## src/rtl/apb_ram_slave.sv

```systemverilog
// APB slave around a DEPTH x DATA_WIDTH word-addressed RAM; one wait state per transfer.
// Define APB_RAM_SLVERR_EN to flag out-of-range accesses with pslverr; otherwise addresses wrap modulo DEPTH.
module apb_ram_slave #(
    parameter int unsigned ADDR_WIDTH = 32,
    parameter int unsigned DATA_WIDTH = 32,
    parameter int unsigned DEPTH      = 32
) (
    input  logic                  pclk,
    input  logic                  presetn,
    input  logic                  psel,
    input  logic                  penable,
    input  logic                  pwrite,
    input  logic [ADDR_WIDTH-1:0] paddr,
    input  logic [DATA_WIDTH-1:0] pwdata,
    output logic [DATA_WIDTH-1:0] prdata,
    output logic                  pready,
    output logic                  pslverr
);

    localparam int unsigned IDX_W = (DEPTH > 1) ? $clog2(DEPTH) : 1;

    typedef enum logic [1:0] {IDLE, SETUP, ACCESS, DONE} state_t;

    state_t                state;
    logic [DATA_WIDTH-1:0] mem [DEPTH];
    logic [IDX_W-1:0]      idx;
    logic                  in_range;
    logic                  start;

    always_comb begin
        idx = IDX_W'(paddr);
`ifdef APB_RAM_SLVERR_EN
        in_range = (paddr < ADDR_WIDTH'(DEPTH));
`else
        in_range = 1'b1;
`endif
        // The operation fires on the edge that moves the FSM into ACCESS.
        start = psel && penable && ((state == IDLE) || (state == SETUP));
    end

    always_ff @(posedge pclk) begin
        if (!presetn) begin
            state   <= IDLE;
            pready  <= 1'b0;
            pslverr <= 1'b0;
            prdata  <= '0;
            for (int unsigned i = 0; i < DEPTH; i++) begin
                mem[IDX_W'(i)] <= '0;
            end
        end else begin
            pready  <= 1'b0;
            pslverr <= 1'b0;

            case (state)
                IDLE:   if (psel) state <= penable ? ACCESS : SETUP;
                SETUP:  if (!psel) state <= IDLE;
                        else if (penable) state <= ACCESS;
                ACCESS: state <= DONE;
                DONE:   state <= (psel && !penable) ? SETUP : IDLE;
                default: state <= IDLE;
            endcase

            if (start) begin
                pready  <= 1'b1;
                pslverr <= !in_range;
                if (pwrite) begin
                    if (in_range) mem[idx] <= pwdata;
                end else begin
                    prdata <= in_range ? mem[idx] : '0;
                end
            end
        end
    end

endmodule

```

## config.mk

```make
export PLATFORM = sky130hd
export DESIGN_NAME = apb_ram_slave
export DESIGN_NICKNAME = d
export VERILOG_FILES = /design/src/rtl/apb_ram_slave.sv
export SDC_FILE = /design/constraint.sdc
export NUM_CORES = 1
export LEC_CHECK = 0
export ABC_AREA = 1
export CORE_ASPECT_RATIO = 1.2
export CORE_MARGIN = 2
export CORE_UTILIZATION = 40
export DETAILED_ROUTE_END_ITERATION = 10
export PLACE_DENSITY_LB_ADDON = 0.08
export SLEW_MARGIN = 10
export SYNTH_ARGS = -nofsm -noshare
export SYNTH_HDL_FRONTEND = slang
export SYNTH_SLANG_ARGS = --single-unit
```

## constraint.sdc

```tcl
create_clock -name pclk -period 3.6 [get_ports pclk]
set_input_delay 0.54 -clock pclk [delete_from_list [all_inputs] [get_ports pclk]]
set_output_delay 0.54 -clock pclk [all_outputs]
set_load 0.03 [all_outputs]
```

Word-level counts from Yosys, hierarchy flattened
Memories as Yosys holds them, arrays and structs flattened. A register that Yosys moved wholly into a read port is not among the register bits.
Index checks and enable logic that the tools add are counted.
{"block": "totals", "regBits": 3, "ram_bits": 1024, "output_inout_bits": 34, "word_cells": 34, "memories": 1}
{"block": "classes", "eq_ne": 5, "mux": 15, "bitwise_logic": 1, "reduce_logical": 10}
{"memory": "mem", "depth": 32, "word_bits": 32, "rd": 1, "rd_clocked_by_memory_dff": 1, "wr": 32, "line_no": "25", "rtl": "logic [DATA_WIDTH-1:0] mem [DEPTH];"}
{"cell": "$mux 32", "count": 1}
{"cell": "$reduce_or 32->1", "count": 1}
{"cell": "$mux 1", "count": 8}
{"cell": "$mux 2", "count": 4}
{"cell": "$pmux 2 s4", "count": 1}
{"cell": "$mux 5", "count": 1}
{"cell": "$eq 2x2->1 const B", "count": 2}
{"cell": "$reduce_and 2->1", "count": 2}
{"cell": "$logic_and 1x1->1", "count": 3}
{"cell": "$ne 3x3->1 const B", "count": 1}
{"cell": "$eq 2x1->1 const B", "count": 1}
{"cell": "$logic_not 1->1", "count": 2}
{"cell": "$logic_not 2->1", "count": 1}
{"cell": "$ne 2x2->1 const B", "count": 1}
{"cell": "$logic_or 1x1->1", "count": 1}
{"cell": "$not 1->1", "count": 1}

Depth between registers and ports, before layout
Gate-level depths: netlist (run 1).
{"block": "depth", "depth_word": 8, "mapped_depth": 13, "ltp_nobuf": 11}

Worst setup path before layout (run 1)
OpenSTA, ideal clock, no wires.
{"block": "synth_path", "path_type": "input to register", "from": "input presetn", "to": "memory mem[0][0] (enable)", "setup_time_ns": 0.389, "arrival_time_ns": 2.396, "setup_slack_ns": 0.814, "cell_stages": 8, "path_cell_list": "buf_2 -> inv_2 -> nor2_1 -> nand2_1 -> nor3_4 -> nand2_1 -> buf_2 -> nand2_1"}
{"element": "from (decl)", "line_no": "9", "rtl": "input logic presetn,"}
{"element": "to (decl)", "line_no": "25"}

==> results.sh, run 1 <==
export IMPL_min_to="pready$_SDFF_PN0_"
export IMPL_crit_type="in2reg"
export IMPL_cts_buffers=112
export IMPL_worst_path_max_fanout=31
export IMPL_cp_arrival_ns=3.29
export IMPL_worstHoldPathType="in2reg"
export IMPL_switching_power_uw=6430
export IMPL_die_w_um=321
export IMPL_clock_power_share_pct=41.6
export IMPL_period_needed_ns=2.65
export IMPL_p_comb_share_pct=7.3
export IMPL_grt_overflow_total=0
export IMPL_post_drt_wl_per_cell_um=20.4
export IMPL_final_hold_viol_count=0
export IMPL_post_route_util_pct=45.6
export IMPL_worstHoldPathCells=3
export IMPL_area_growth_pct=13.1
export IMPL_avgSynthCellArea_um2=8.94
export IMPL_rows=139
export IMPL_routed_via_density=5.04
export IMPL_maxSlewViolCount=0
export IMPL_die_area_um2=123000
export IMPL_reg2reg_slack_ns=1.05
export IMPL_final_area_um2=54600
export IMPL_drt_iter0_markers=2734
export IMPL_netlist_area_um2=48300
export IMPL_p_per_area_nw_per_um2=501
export IMPL_grt_pass1_vias=34100
export IMPL_hold_buffers=0
export IMPL_ys_seq_area_share_pct=65.2
export IMPL_multi_input_area_um2=14800
export IMPL_yosysUniqueCellTypes=17
export IMPL_irDropWorstVdd_uv=396
export IMPL_worst_slew_pin_slew_ns=1.19
export IMPL_busiest_layer="met2"
export IMPL_r2r_end="mem[15][11]$_SDFFCE_PN0P_"
export IMPL_die_h_um=385
export IMPL_cts_root_buf="clkbuf_16"
export IMPL_initial_core_util_pct=40.3
export IMPL_status="finished, final reports clean"
export IMPL_cts_resized=0
export IMPL_syn_instance_count=5396
export IMPL_use_met1_pct=31.0
export IMPL_grt_max_degree=183
export IMPL_cts_buffer_depth=3
export IMPL_reg2reg_from="state[1]$_SDFFE_PN0P_"
export IMPL_yosysMostFrequentCell="nand2_1"
export IMPL_critPathLaunch="paddr[3]"
export IMPL_met3_usage_pct=3.09
export IMPL_synth_area_leader_cell="edfxtp_1"
export IMPL_rsz0062_at_grt="false"
export IMPL_antenna_found_initial=0
export IMPL_fillers=11500
export IMPL_swShare_pct=23.5
export IMPL_fin_cells=6989
export IMPL_final_layout_size_suffix_gt1_share_pct=6.51
export IMPL_placed_area_um2=51000
export IMPL_port_buffers=74
export IMPL_max_freq_mhz=378
export IMPL_synth_area_leaders="edfxtp_1 64%, nand2_1 19%, nor2_1 8.9%"
export IMPL_regArea_um2=31500
export IMPL_crit_required_ns=4.25
export IMPL_ys_ff_latch=1059
export IMPL_relSlewSlack_pct=20.8
export IMPL_core_area_um2=120000
export IMPL_synthFlopType="edfxtp_1"
export IMPL_cts_tree="yes"
export IMPL_gp_congestion=0.797
export IMPL_timing_max_cap_violations=0
export IMPL_skew_ns=0.0236
export IMPL_vias=35200
export IMPL_synthTopCellsByCount="2469 x nand2_1, 1150 x nor2_1, 1024 x edfxtp_1, 265 x clkbuf_1, 178 x nand3_1"
export IMPL_fin_setup_tns_ns=0
export IMPL_dr_pass1_iters=5
export IMPL_drc=0
export IMPL_clkSlewWorstSetupHoldPaths_ns=0.06
export IMPL_grt_usage_pct=23.3
export IMPL_cp_end_kind="flip-flop"
export IMPL_ios=103
export IMPL_nNetsFinal=5411
export IMPL_cts_sinks=1059
export IMPL_yosys_warnings=0
export IMPL_grt_pass1_wl_um=215000
export IMPL_async_flop_share_pct=0
export IMPL_period_share_pct=73.5
export IMPL_min_delay_start="presetn"
export IMPL_h_tree_depth=3
export IMPL_finalSetupViolations=0
export IMPL_syn_nets=5465
export IMPL_internal_power_uw=20900
export IMPL_worst_skew_pair_late_latency_ns=0.71
export IMPL_grtUsageMet2_pct=40.0
export IMPL_cts_setup_buffers=0
export IMPL_synth_edf_count=1024
export IMPL_rr_worst_depth=8
export IMPL_netlist_area_leader_share_pct=63.7
export IMPL_hpwl_um=82500
export IMPL_leakage_uw=0.0241
export IMPL_dp_cells=6779
export IMPL_final_antenna_net_count=0
export IMPL_cp_start_kind="input port"
export IMPL_power_frac_seq_pct=51.1
export IMPL_wirelength_um=143000
==> critical path, stage by stage <==
cell and delay, ns:
clkdlybuf4s50_1 0.87, inv_1 0.33, nor3_4 0.42, buf_4 0.50
nand2_1 0.12, nand2_1 0.08, nor2_1 0.04, nand3_1 0.24
nand2_1 0.08, inv_1 0.05
==> placed cells by master, fill, tap and decap left out, drive strengths merged <==
master / netlist / layout
o21ai: 12 / 12
clkdlybuf4s50: 0 / 71
clkinv: 0 / 40
clkbuf: 265 / 162
diode: 0 / 1
conb: 1 / 1
nor2: 1150 / 1150
edfxtp: 1024 / 1024
buf: 139 / 165
nor3: 12 / 12
nand4: 6 / 6
a21oi: 5 / 5
nand3: 178 / 178
nand2: 2469 / 2469
bufinv: 0 / 5
dfxtp: 35 / 35
inv: 100 / 101
clkinvlp: 0 / 1
==> flip-flops by register name, summed over array words and instances, names as in the netlist <==
name    count
prdata     32
mem      1024
pready      1
state       2
==> stage by stage <==
step                      hold WS (ns)  worst slack (ns)  power (uW)
after floorplan                  0.461             0.814       15400
after global placement           0.487             0.317       16200
after detailed placement         0.496             0.290       16300
after CTS                        0.161              1.05       27600
after global routing             0.195             0.789       28200
final                            0.190             0.954       27300
==> power groups by stage <==
stage / clock [uW] / combinational (uW) / sequential, uW
after floorplan: 0 / 1120 / 14300
after global placement: 0 / 2010 / 14200
after detailed placement: 0 / 2010 / 14200
after CTS: 11600 / 2020 / 14000
after global routing: 12000 / 2190 / 14000
final: 11400 / 1990 / 14000
==> final cells by class <==
cell class,count,share of cell area [%]
antenna,1,0.00458
clock buffer,162,5.91
multi-input combinational,3833,27.2
sequential,1059,57.6
tap,1551,3.55
timing repair buffer,236,4.37
clock inverter,47,0.655
inverter,100,0.715
==> metal layers <==
metal	routed length [um]	vias to the layer above
li1	-	17000
met4	2960	0
met5	0	-
met3	7300	167
met2	70300	804
met1	62200	17300
==> kinds of logic (layout without fill, tap and decap cells) <==
| family | Yosys count | in the layout | synth area share, % |
|---|---|---|---|
| AOI/OAI and AO/OA | 17 | 17 | 0.176 |
| buffers and inverters | 504 | 545 | 4.28 |
| and+or+nand+nor | 3815 | 3815 | 30.4 |
| DFF | 1059 | 1059 | 65.2 |
| other | 1 | 2 | 0.00777 |
==> worst max path at each step <==
| stage | end | slack, ns | cells past startpoint |
|---|---|---|---|
| 2_1_floorplan | mem[0][0]$_SDFFCE_PN0P_ | 0.81 | 8 |
| 3_3_place_gp | prdata[15]$_SDFFE_PN0P_ | 0.32 | 11 |
| 3_5_place_dp | mem[9][23]$_SDFFCE_PN0P_ | 0.29 | 10 |
| 4_1_cts | mem[9][26]$_SDFFCE_PN0P_ | 1.05 | 10 |
| 5_1_grt | mem[7][27]$_SDFFCE_PN0P_ | 0.79 | 10 |
| 6_report | prdata[13]$_SDFFE_PN0P_ | 0.95 | 10 |
(Power assumes the default switching activity.)
==> run 2: changes to the inputs <==
clock period = 2.7 ns   (was 3.6 ns; I/O delays follow)
==> run 2 against run 1 <==
  * Clock skew fell by 0.0063 ns
  * Register-to-register slack got worse by 0.35 ns
  * Critical endpoint is now prdata[1]
  * Setup slack got worse by 0.61 ns
  * Highest routed layer unchanged
  * Via count fell by 0.53%
  * Clock-buffer cell count fell by 16
  * First-iteration DRC count rose by 4.0%
  * Combinational power rose by 40%
  * Final cell count rose by 0.66%
  * Non-clock buffer count rose by 57
==> results.sh, run 2 (synthesized netlist as in run 1, its figures left out) <==
export IMPL_rr_worst_depth=10
export IMPL_cts_buffers=110
export IMPL_cts_setup_buffers=0
export IMPL_grt_pass1_wl_um=214000
export IMPL_post_drt_wl_per_cell_um=20.0
export IMPL_drc=0
export IMPL_slowest_delay_ns=0.74
export IMPL_cpLargestDelayFamily="buffers and inverters"
export IMPL_post_route_util_pct=46.2
export IMPL_die_w_um=321
export IMPL_n_antenna_cell=0
export IMPL_leakage_uw=0.0245
export IMPL_gp_congestion=0.805
export IMPL_skew_ns=0.0174
export IMPL_fin_cells=7035
export IMPL_period_share_pct=87.2
export IMPL_period_needed_ns=2.35
export IMPL_irDropWorstVdd_uv=528
export IMPL_final_antenna_net_count=0
export IMPL_worstHoldPathCells=3
export IMPL_largest_reg_flops=1024
export IMPL_area_growth_pct=14.7
export IMPL_cp_start_kind="flip-flop"
export IMPL_drt_iter0_markers=2844
export IMPL_cts_root_buf="clkbuf_16"
export IMPL_timing_max_cap_violations=0
export IMPL_reg2reg_from="state[1]$_SDFFE_PN0P_"
export IMPL_ios=103
export IMPL_worst_slew_pin_slew_ns=0.727
export IMPL_p_per_area_nw_per_um2=647
export IMPL_routed_via_density=4.98
export IMPL_die_h_um=385
export IMPL_dr_pass1_iters=6
export IMPL_crit_chain="clkdlybuf4s50_1"
export IMPL_regMostFlops="mem"
export IMPL_finalSetupViolations=0
export IMPL_final_common_cell="nand2_1"
export IMPL_die_area_um2=123000
export IMPL_cts_resized=0
export IMPL_layout_common_cells="2459 x nand2_1, 1148 x nor2_1, 1024 x edfxtp_1"
export IMPL_rows=139
export IMPL_maxSlewViolCount=0
export IMPL_cts_sinks=1059
export IMPL_final_hold_viol_count=0
export IMPL_clkSlewWorstSetupHoldPaths_ns=0.06
export IMPL_rsz0062_at_grt="false"
export IMPL_cp_arrival_ns=1.95
export IMPL_port_buffers=74
export IMPL_crit_required_ns=2.30
export IMPL_slowest_stage="clkdlybuf4s50_1"
export IMPL_placed_area_um2=52000
export IMPL_p_comb_share_pct=7.8
export IMPL_worst_path_max_fanout=2
export IMPL_grt_overflow_total=0
export IMPL_grt_usage_pct=23.0
export IMPL_worstHoldPathType="in2reg"
export IMPL_worst_skew_pair_late_latency_ns=0.71
export IMPL_grt_pass1_vias=34400
export IMPL_hpwl_um=84400
export IMPL_grt_max_degree=102
export IMPL_swShare_pct=23.8
export IMPL_cp_end_kind="primary output"
export IMPL_crit_type="reg2out"
export IMPL_pre_cts_ws_ns=0.0225
export IMPL_status="finished, final reports clean"
export IMPL_dp_cells=6835
export IMPL_worst_path_buf_inv=1
export IMPL_fin_setup_tns_ns=0
export IMPL_relSlewSlack_pct=51.5
export IMPL_initial_core_util_pct=40.3
export IMPL_setup_slack_ns=0.346
export IMPL_final_area_um2=55300
export IMPL_fillers=11500
export IMPL_power_frac_seq_pct=52.0
export IMPL_critPathLaunch="prdata[1]$_SDFFE_PN0P_"
export IMPL_cts_tree="yes"
export IMPL_wirelength_um=141000
export IMPL_core_area_um2=120000
export IMPL_vias=35100
export IMPL_antenna_found_initial=1
export IMPL_largestRegisters="mem (1024), prdata (32), state (2)"
export IMPL_final_layout_size_suffix_gt1_share_pct=7.31
export IMPL_worstSetupPathDepth=1
export IMPL_switching_power_uw=8540
export IMPL_h_tree_depth=3
export IMPL_nNetsFinal=5466
export IMPL_clock_power_share_pct=40.2
export IMPL_cts_buffer_depth=3
export IMPL_internal_power_uw=27300
export IMPL_min_delay_start="psel"
export IMPL_max_freq_mhz=425
run 2: routing by layer:
layer,vias to the layer above,wire [um],GRT usage [%]
met5,-,0,0
met4,0,2800,6.06
met3,162,5830,2.38
met2,706,69500,39.7
met1,17100,62700,31.0
li1,17100,-,-
run 2: power groups by stage:
stage | Clock, uW | Combinational (uW) | Sequential [uW]
after floorplan | 0 | 1490 | 19000
after global placement | 0 | 2820 | 19000
after detailed placement | 0 | 2830 | 19000
after CTS | 14700 | 2830 | 18600
after global routing | 15300 | 3080 | 18700
final | 14400 | 2790 | 18600
run 2: area by class of cell:
type / instances / area [um^2] / area share, %
multi-input combinational: 3833 / 14800 / 26.8
clock inverter: 53 / 354 / 0.640
timing repair buffer: 293 / 3380 / 6.11
inverter: 100 / 390 / 0.706
sequential: 1059 / 31500 / 56.8
tap: 1551 / 1940 / 3.51
clock buffer: 146 / 2980 / 5.38
run 2: worst paths after layout:
kind | to | slack (ns)
min reg2reg | state[0]$_SDFFE_PN0P_ | 0.49
max reg2reg | mem[17][7]$_SDFFCE_PN0P_ | 0.70
min | state[0]$_SDFFE_PN0P_ | 0.29
max | prdata[1] | 0.35
run 2: repair_timing:
action / CTS / global route
hold buffers: 1 / 0
endpoints found under the setup margin: 0 / 0
endpoints found under the hold margin: 1 / 0
run 2: per-stage QoR:
stage / hold WS (ns) / total power [uW]
2_1_floorplan: 0.461 / 20500
3_3_place_gp: 0.479 / 21800
3_5_place_dp: 0.483 / 21800
4_1_cts: 0.242 / 36100
5_1_grt: 0.292 / 37000
6_report: 0.292 / 35800
